[src/rtl/qdec_nal_unpack_pkg.sv]
// qdec_nal_unpack_pkg: state, constants and register bundle for the Annex-B NAL unpacker
package qdec_nal_unpack_pkg;
  typedef enum logic [2:0] {SEEK, HDR0, HDR1, PAYLOAD, FLUSH} t_nal_state_e;
  localparam logic [5:0] NAL_IDR_W_RADL = 6'd19;
  localparam logic [5:0] NAL_CRA = 6'd21;
  localparam logic [5:0] NAL_VPS = 6'd32;
  localparam logic [5:0] NAL_SPS = 6'd33;
  localparam logic [5:0] NAL_PPS = 6'd34;
  localparam logic [7:0] EPB_BYTE = 8'h03;
  // all-zero is the reset value, so SEEK must stay encoded as 0
  typedef struct packed {
    t_nal_state_e state;
    logic [1:0] zCnt;
    logic trail;
    logic seen;
    logic pendVld;
    logic [7:0] pend;
    logic [6:0] hdr0;
    logic [7:0] oData;
    logic oVld;
    logic [5:0] nalType;
    logic [5:0] layer;
    logic [2:0] tid;
    logic hdrVld;
    logic nalEnd;
    logic err;
  } t_nal_regs_s;
endpackage

[src/rtl/qdec_nal_unpack_if.sv]
// qdec_nal_unpack_if: byte-wide valid/ready stream channel
interface qdec_nal_unpack_if;
  logic [7:0] data;
  logic vld;
  logic rdy;
  modport master(output data, vld, input rdy);
  modport slave(input data, vld, output rdy);
endinterface

[src/rtl/qdec_nal_unpack.sv]
// qdec_nal_unpack: start-code search, NAL header decode and emulation-prevention removal
module qdec_nal_unpack
  import qdec_nal_unpack_pkg::*;
#(
  parameter int EPB_CNT_W = 16
) (
  input  logic                 clk,
  input  logic                 rst_n,
  input  logic                 soft_clr,
  qdec_nal_unpack_if.slave     din,
  qdec_nal_unpack_if.master    dout,
  output logic [5:0]           nal_type,
  output logic [5:0]           nuh_layer_id,
  output logic [2:0]           nuh_tid_plus1,
  output logic                 nal_hdr_vld,
  output logic                 nal_end,
  output logic                 err,
  output logic [EPB_CNT_W-1:0] epb_cnt
);
  t_nal_regs_s r, n;
  logic [EPB_CNT_W-1:0] epbNxt;
  logic outFree, acc;
  logic [7:0] b;
  assign outFree = !r.oVld || dout.rdy;
  assign din.rdy = (r.state != FLUSH) && outFree;
  assign acc = din.vld && din.rdy;
  assign b = din.data;
  assign dout.data = r.oData;
  assign dout.vld = r.oVld;
  assign nal_type = r.nalType;
  assign nuh_layer_id = r.layer;
  assign nuh_tid_plus1 = r.tid;
  assign nal_hdr_vld = r.hdrVld;
  assign nal_end = r.nalEnd;
  assign err = r.err;
  always_ff @(posedge clk or negedge rst_n) begin
    if (!rst_n) begin
      r <= '0;
      epb_cnt <= '0;
    end else if (soft_clr) begin
      r <= '0;
      epb_cnt <= '0;
    end else begin
      r <= n;
      epb_cnt <= epbNxt;
    end
  end
  always_comb begin
    n = r;
    n.hdrVld = 1'b0;
    n.nalEnd = 1'b0;
    n.err = 1'b0;
    n.oVld = r.oVld && !dout.rdy;
    epbNxt = epb_cnt;
    if (acc) begin
      case (r.state)
        SEEK: begin
          n.zCnt = (b != 8'h00) ? 2'd0 : (r.zCnt == 2'd2) ? 2'd2 : r.zCnt + 2'd1;
          if (b == 8'h01 && r.zCnt == 2'd2) n.state = HDR0;
        end
        HDR0: begin
          n.hdr0 = b[6:0];
          n.err = b[7];
          n.state = HDR1;
        end
        HDR1: begin
          n.nalType = r.hdr0[6:1];
          n.layer = {r.hdr0[0], b[7:3]};
          n.tid = b[2:0];
          n.hdrVld = 1'b1;
          n.err = (b[2:0] == 3'd0);
          n.state = PAYLOAD;
          n.zCnt = 2'd0;
          n.seen = 1'b0;
          n.trail = 1'b0;
        end
        PAYLOAD: begin
          if (b == 8'h00) begin
            if (r.zCnt == 2'd2) n.trail = 1'b1;
            else n.zCnt = r.zCnt + 2'd1;
          end else if (b == 8'h01 && r.zCnt == 2'd2) begin
            n.nalEnd = r.seen;
            n.state = HDR0;
            n.zCnt = 2'd0;
            n.trail = 1'b0;
          end else if (b == EPB_BYTE && r.zCnt == 2'd2 && !r.trail) begin
            // the two held zeros are real data and still have to be emitted
            epbNxt = (&epb_cnt) ? epb_cnt : epb_cnt + 1'b1;
            n.pendVld = 1'b0;
            n.state = FLUSH;
          end else begin
            n.err = r.trail || (b == 8'h02 && r.zCnt == 2'd2);
            if (r.zCnt == 2'd0) begin
              n.oData = b;
              n.oVld = 1'b1;
              n.seen = 1'b1;
            end else begin
              n.pend = b;
              n.pendVld = 1'b1;
              n.state = FLUSH;
            end
          end
        end
        default: ;
      endcase
    end else if (r.state == FLUSH && outFree) begin
      n.oVld = 1'b1;
      n.oData = (r.zCnt != 2'd0) ? 8'h00 : r.pend;
      n.zCnt = (r.zCnt != 2'd0) ? r.zCnt - 2'd1 : 2'd0;
      if (r.zCnt == 2'd0 || (r.zCnt == 2'd1 && !r.pendVld)) begin
        n.state = PAYLOAD;
        n.trail = 1'b0;
        n.seen = 1'b1;
      end
    end
  end
endmodule

[src/flat_wrapper.sv]
// flat-port wrapper written by rule: the top's interface ports become plain ports
module qdec_nal_unpack_flat import qdec_nal_unpack_pkg::*;
#(
  parameter int EPB_CNT_W = 16
)
  (clk, rst_n, soft_clr, nal_type, nuh_layer_id, nuh_tid_plus1, nal_hdr_vld, nal_end, err, epb_cnt, din_data, din_vld, din_rdy, dout_data, dout_vld, dout_rdy);
  qdec_nal_unpack_if din_i ();
  qdec_nal_unpack_if dout_i ();
  input  logic clk;
  input  logic rst_n;
  input  logic soft_clr;
  output logic [5:0] nal_type;
  output logic [5:0] nuh_layer_id;
  output logic [2:0] nuh_tid_plus1;
  output logic nal_hdr_vld;
  output logic nal_end;
  output logic err;
  output logic [EPB_CNT_W-1:0] epb_cnt;
  input wire logic [$bits(din_i.data)-1:0] din_data;
  input wire logic [$bits(din_i.vld)-1:0] din_vld;
  output wire logic [$bits(din_i.rdy)-1:0] din_rdy;
  output wire logic [$bits(dout_i.data)-1:0] dout_data;
  output wire logic [$bits(dout_i.vld)-1:0] dout_vld;
  input wire logic [$bits(dout_i.rdy)-1:0] dout_rdy;
  assign din_i.data = din_data;
  assign din_i.vld = din_vld;
  assign din_rdy = din_i.rdy;
  assign dout_data = dout_i.data;
  assign dout_vld = dout_i.vld;
  assign dout_i.rdy = dout_rdy;
  qdec_nal_unpack #(.EPB_CNT_W(EPB_CNT_W)) u_core (.clk(clk), .rst_n(rst_n), .soft_clr(soft_clr), .din(din_i), .dout(dout_i), .nal_type(nal_type), .nuh_layer_id(nuh_layer_id), .nuh_tid_plus1(nuh_tid_plus1), .nal_hdr_vld(nal_hdr_vld), .nal_end(nal_end), .err(err), .epb_cnt(epb_cnt));
endmodule
[config.mk]
export PLATFORM = sky130hd
export DESIGN_NAME = qdec_nal_unpack_flat
export DESIGN_NICKNAME = d
export VERILOG_FILES = /design/src/rtl/qdec_nal_unpack_pkg.sv /design/src/rtl/qdec_nal_unpack_if.sv /design/src/rtl/qdec_nal_unpack.sv /design/src/flat_wrapper.sv
export SDC_FILE = /design/constraint.sdc
export NUM_CORES = 1
export LEC_CHECK = 0
export BUFFER_PORTS_ARGS = -buffer_cell sky130_fd_sc_hd__buf_2
export CORE_MARGIN = 1.5
export CORE_UTILIZATION = 50
export CTS_CLUSTER_DIAMETER = 50
export CTS_CLUSTER_SIZE = 16
export DETAILED_ROUTE_END_ITERATION = 8
export PLACE_DENSITY = 0.81
export SYNTH_ARGS = -nofsm -noshare
export SYNTH_HDL_FRONTEND = slang
export SYNTH_SLANG_ARGS = --single-unit
[constraint.sdc]
create_clock -name clk -period 2.7 [get_ports clk]
set_input_delay 0.405 -clock clk [delete_from_list [all_inputs] [get_ports clk]]
set_output_delay 0.405 -clock clk [all_outputs]
set_load 0.02 [all_outputs]
==> impl_metrics.json <==
{
  "totalWireLength_um": 8430,
  "synth_edf_count": 0,
  "drc": 0,
  "required_ns": 2.96,
  "outcome": "finished clean",
  "yosys.area_share.simple_pct": 19.8,
  "initialDrtViolationCount": 277,
  "finalSetupViolCount": 0,
  "synth_area_mm2": 0.00360,
  "io_buffers": 56,
  "ios": 57,
  "post_cts_resized": 0,
  "yosysSeqAreaShare_pct": 45.8,
  "fin_crit_ns": 2.49,
  "switching_share_pct": 30.6,
  "fin_util_pct": 59.5,
  "viasPerCell": 5.85,
  "synth_ff_type": "dfrtp_1",
  "startpoint": "u_core.r[45]",
  "routabilityCongestion": 0.891,
  "synth_compound_area_share_pct": 17.3,
  "initial_core_util_pct": 52.5,
  "synth-seq-cells": 66,
  "wl_per_cell_um": 16.6,
  "r2r-start": "u_core.r[45]",
  "num_rows": 30,
  "max-cap-violations": 0,
  "seq_power_share_pct": 44.2,
  "die_h_um": 87.9,
  "worstMarginPinSlew_ns": 0.911,
  "max_stage_delay_ns": 0.53,
  "finalCritPeriodShare_pct": 92.2,
  "die_x_um": 87.9,
  "grt_overflow": 0,
  "nets": 427,
  "root_buffer": "clkbuf_8",
  "final-hold-violation-count": 0,
  "slowest_stage": "or4_1",
  "r2r_cells": 7,
  "cts_buffers": 9,
  "switching_power_uw": 767,
  "path_clk_slew_ns": 0.08,
  "synth_top_area_share_pct": 45.8,
  "cts_hold_buf": 0,
  "synth-async-reset-ratio_pct": 100,
  "syn_avg_cell_area_um2": 9.85,
  "skew_ns": 0.0129,
  "syn_nets": 385,
  "clk_latency_ns": 0.35,
  "synthMuxAreaShare_pct": 6.32,
  "htree_levels": 3,
  "ant_nets": 0,
  "place_area_mm2": 0.00388,
  "grtUsageTotal_pct": 23.5,
  "dr.pass1.iters": 4,
  "drive_above_1_share_pct": 25.7,
  "endpoint": "u_core.epb_cnt[7]",
  "vdd_drop_max_mv": 0.289,
  "fmax_ghz": 0.402,
  "cellPowerDensity_mw_per_mm2": 613,
  "maxSlewViolCount": 0,
  "final_area_mm2": 0.00409,
  "post-dp-hpwl_um": 5830,
  "synth_xor_area_share_pct": 0.243,
  "ys_warn_count": 0,
  "synthTopCellsByCount": "dfrtp_1, nor2_1, a21oi_1, buf_4, a22o_1",
  "worstPathCellList": "inv_1 > ha_1 > nand4b_1 > or3_4 > a211o_1 > or4_1 > a21oi_1",
  "clkSinkCount": 66,
  "grt_pass1_vias": 2901,
  "synth_top_area_cell": "dfrtp_1",
  "crit_path_end_kind": "register",
  "hp-class": "in2async",
  "clockPowerShare_pct": 34.2,
  "clockBufferDepth": 2,
  "postCtsSetupBuffers": 0,
  "num_antenna_cells": 0,
  "dieArea_mm2": 0.00773,
  "crit_arrival_ns": 2.75,
  "antenna_found_initial": 0,
  "yosysMostFrequentCell": "dfrtp_1",
  "startpoint_type": "register",
  "maxSlewHeadroom_pct": 38.8,
  "cp_max_fo": 19,
  "reg2reg_setup_slack_ns": 0.21,
  "fin_cells": 509,
  "tritoncts": "built",
  "critPathKind": "reg2reg",
  "p_int_mw": 1.74,
  "dp.cells": 493,
  "area_delta_synth_final_pct": 13.5,
  "timing.rr.end": "u_core.epb_cnt[7]",
  "grt_pass1_wl_um": 14000,
  "ys_types": 51,
  "core_mm2": 0.00687,
  "synth_fa_ha_area_share_pct": 2.08,
  "grt_start_max_net_pins": 52,
  "power_frac_comb_pct": 21.6,
  "rsz0062_at_grt": "no",
  "leakagePower_nw": 2.02,
  "ys_top_cells_by_area": "dfrtp_1, a22o_1, buf_4",
  "netlist_instances": 366,
  "synth_top_family_by_area": "simple AND/OR/NAND/NOR gates",
  "vias": 2979
}
-- cells in the final DEF, fill, tap and decap left out, types with 10 or more instances in the layout --
cell,instances
mux2i_1,16
nor2_1,32
nand2_1,19
clkbuf_8,11
dfrtp_1,66
a22o_1,20
buf_4,17
a21oi_1,24
nor3_1,11
inv_1,10
nand3_1,14
buf_2,56
-- worst max-delay path: cells and delay by family (launching register included) --
kind / cells / cell delay (ns)
flops: 1 / 0.44
buf+inv: 1 / 0.14
compound gates: 2 / 0.60
fa+ha+maj: 1 / 0.18
simple gates: 3 / 1.03
-- cells by family after synthesis --
logic type / after synthesis
multiplexers: 22
AND/OR/NAND/NOR: 131
AO/OA/AOI/OAI: 87
XOR/XNOR: 1
flip-flops: 66
adder cells (fa/ha/maj): 6
buffers and inverters: 53
-- cell type report --
| class | instances | area [um^2] |
|---|---|---|
| Inverter | 10 | 37.5 |
| Clock buffer | 11 | 151 |
| Clock inverter | 5 | 52.6 |
| Sequential cell | 66 | 1650 |
| Tap cell | 96 | 120 |
| Multi-Input combinational cell | 247 | 1650 |
| Timing Repair Buffer | 74 | 428 |
| Fill cell | 607 | 2780 |
-- per-stage QoR --
step                hold slack [ns]  power [mW]  setup slack [ns]  setup TNS, ns
floorplan                     0.109        1.51             0.208              0
detailed placement            0.461        1.66           -0.0105        -0.0173
finish                       0.0695        2.51             0.211              0
CTS                          0.0834        2.52             0.224              0
global route                  0.107        2.61            0.0831              0
global placement              0.452        1.65            0.0457              0
-- layer usage --
| metal | vias up | track usage [%] | part of all wire (%) |
|---|---|---|---|
| met1 | 1475 | 30.3 | 43 |
| met2 | 103 | 38.5 | 49 |
| li1 | 1386 | - | - |
| met3 | 15 | 6.79 | 6.4 |
| met4 | 0 | 7.07 | 1.4 |
| met5 | - | 0 | 0 |
-- how the worst min path moves through the flow --
stage | to | slack (ns) | cells after the start
2_1_floorplan | u_core.dout.data[0] | 0.11 | 0
3_5_place_dp | u_core.epb_cnt[3] | 0.46 | 1
6_report | u_core.nuh_layer_id[5] | 0.07 | 1
3_3_place_gp | u_core.epb_cnt[3] | 0.45 | 1
4_1_cts | u_core.nuh_layer_id[5] | 0.08 | 1
5_1_grt | u_core.nuh_layer_id[5] | 0.11 | 1
-- sequential cells by signal, summed over array words and instances, names as in the netlist --
signal,count
u_core.r,23
u_core.epb_cnt,16
u_core.dout.data,8
u_core.nal_type,6
u_core.nuh_layer_id,6
u_core.nuh_tid_plus1,3
u_core.dout.vld,1
u_core.err,1
u_core.nal_end,1
u_core.nal_hdr_vld,1
-- power by group through the flow --
stage	clock network [mW]	logic (mW)	registers, mW
floorplan	0	0.404	1.10
global placement	0	0.525	1.12
detailed placement	0	0.536	1.12
CTS	0.873	0.538	1.10
global route	0.907	0.592	1.12
finish	0.857	0.542	1.11
(Power assumes the default switching activity.)
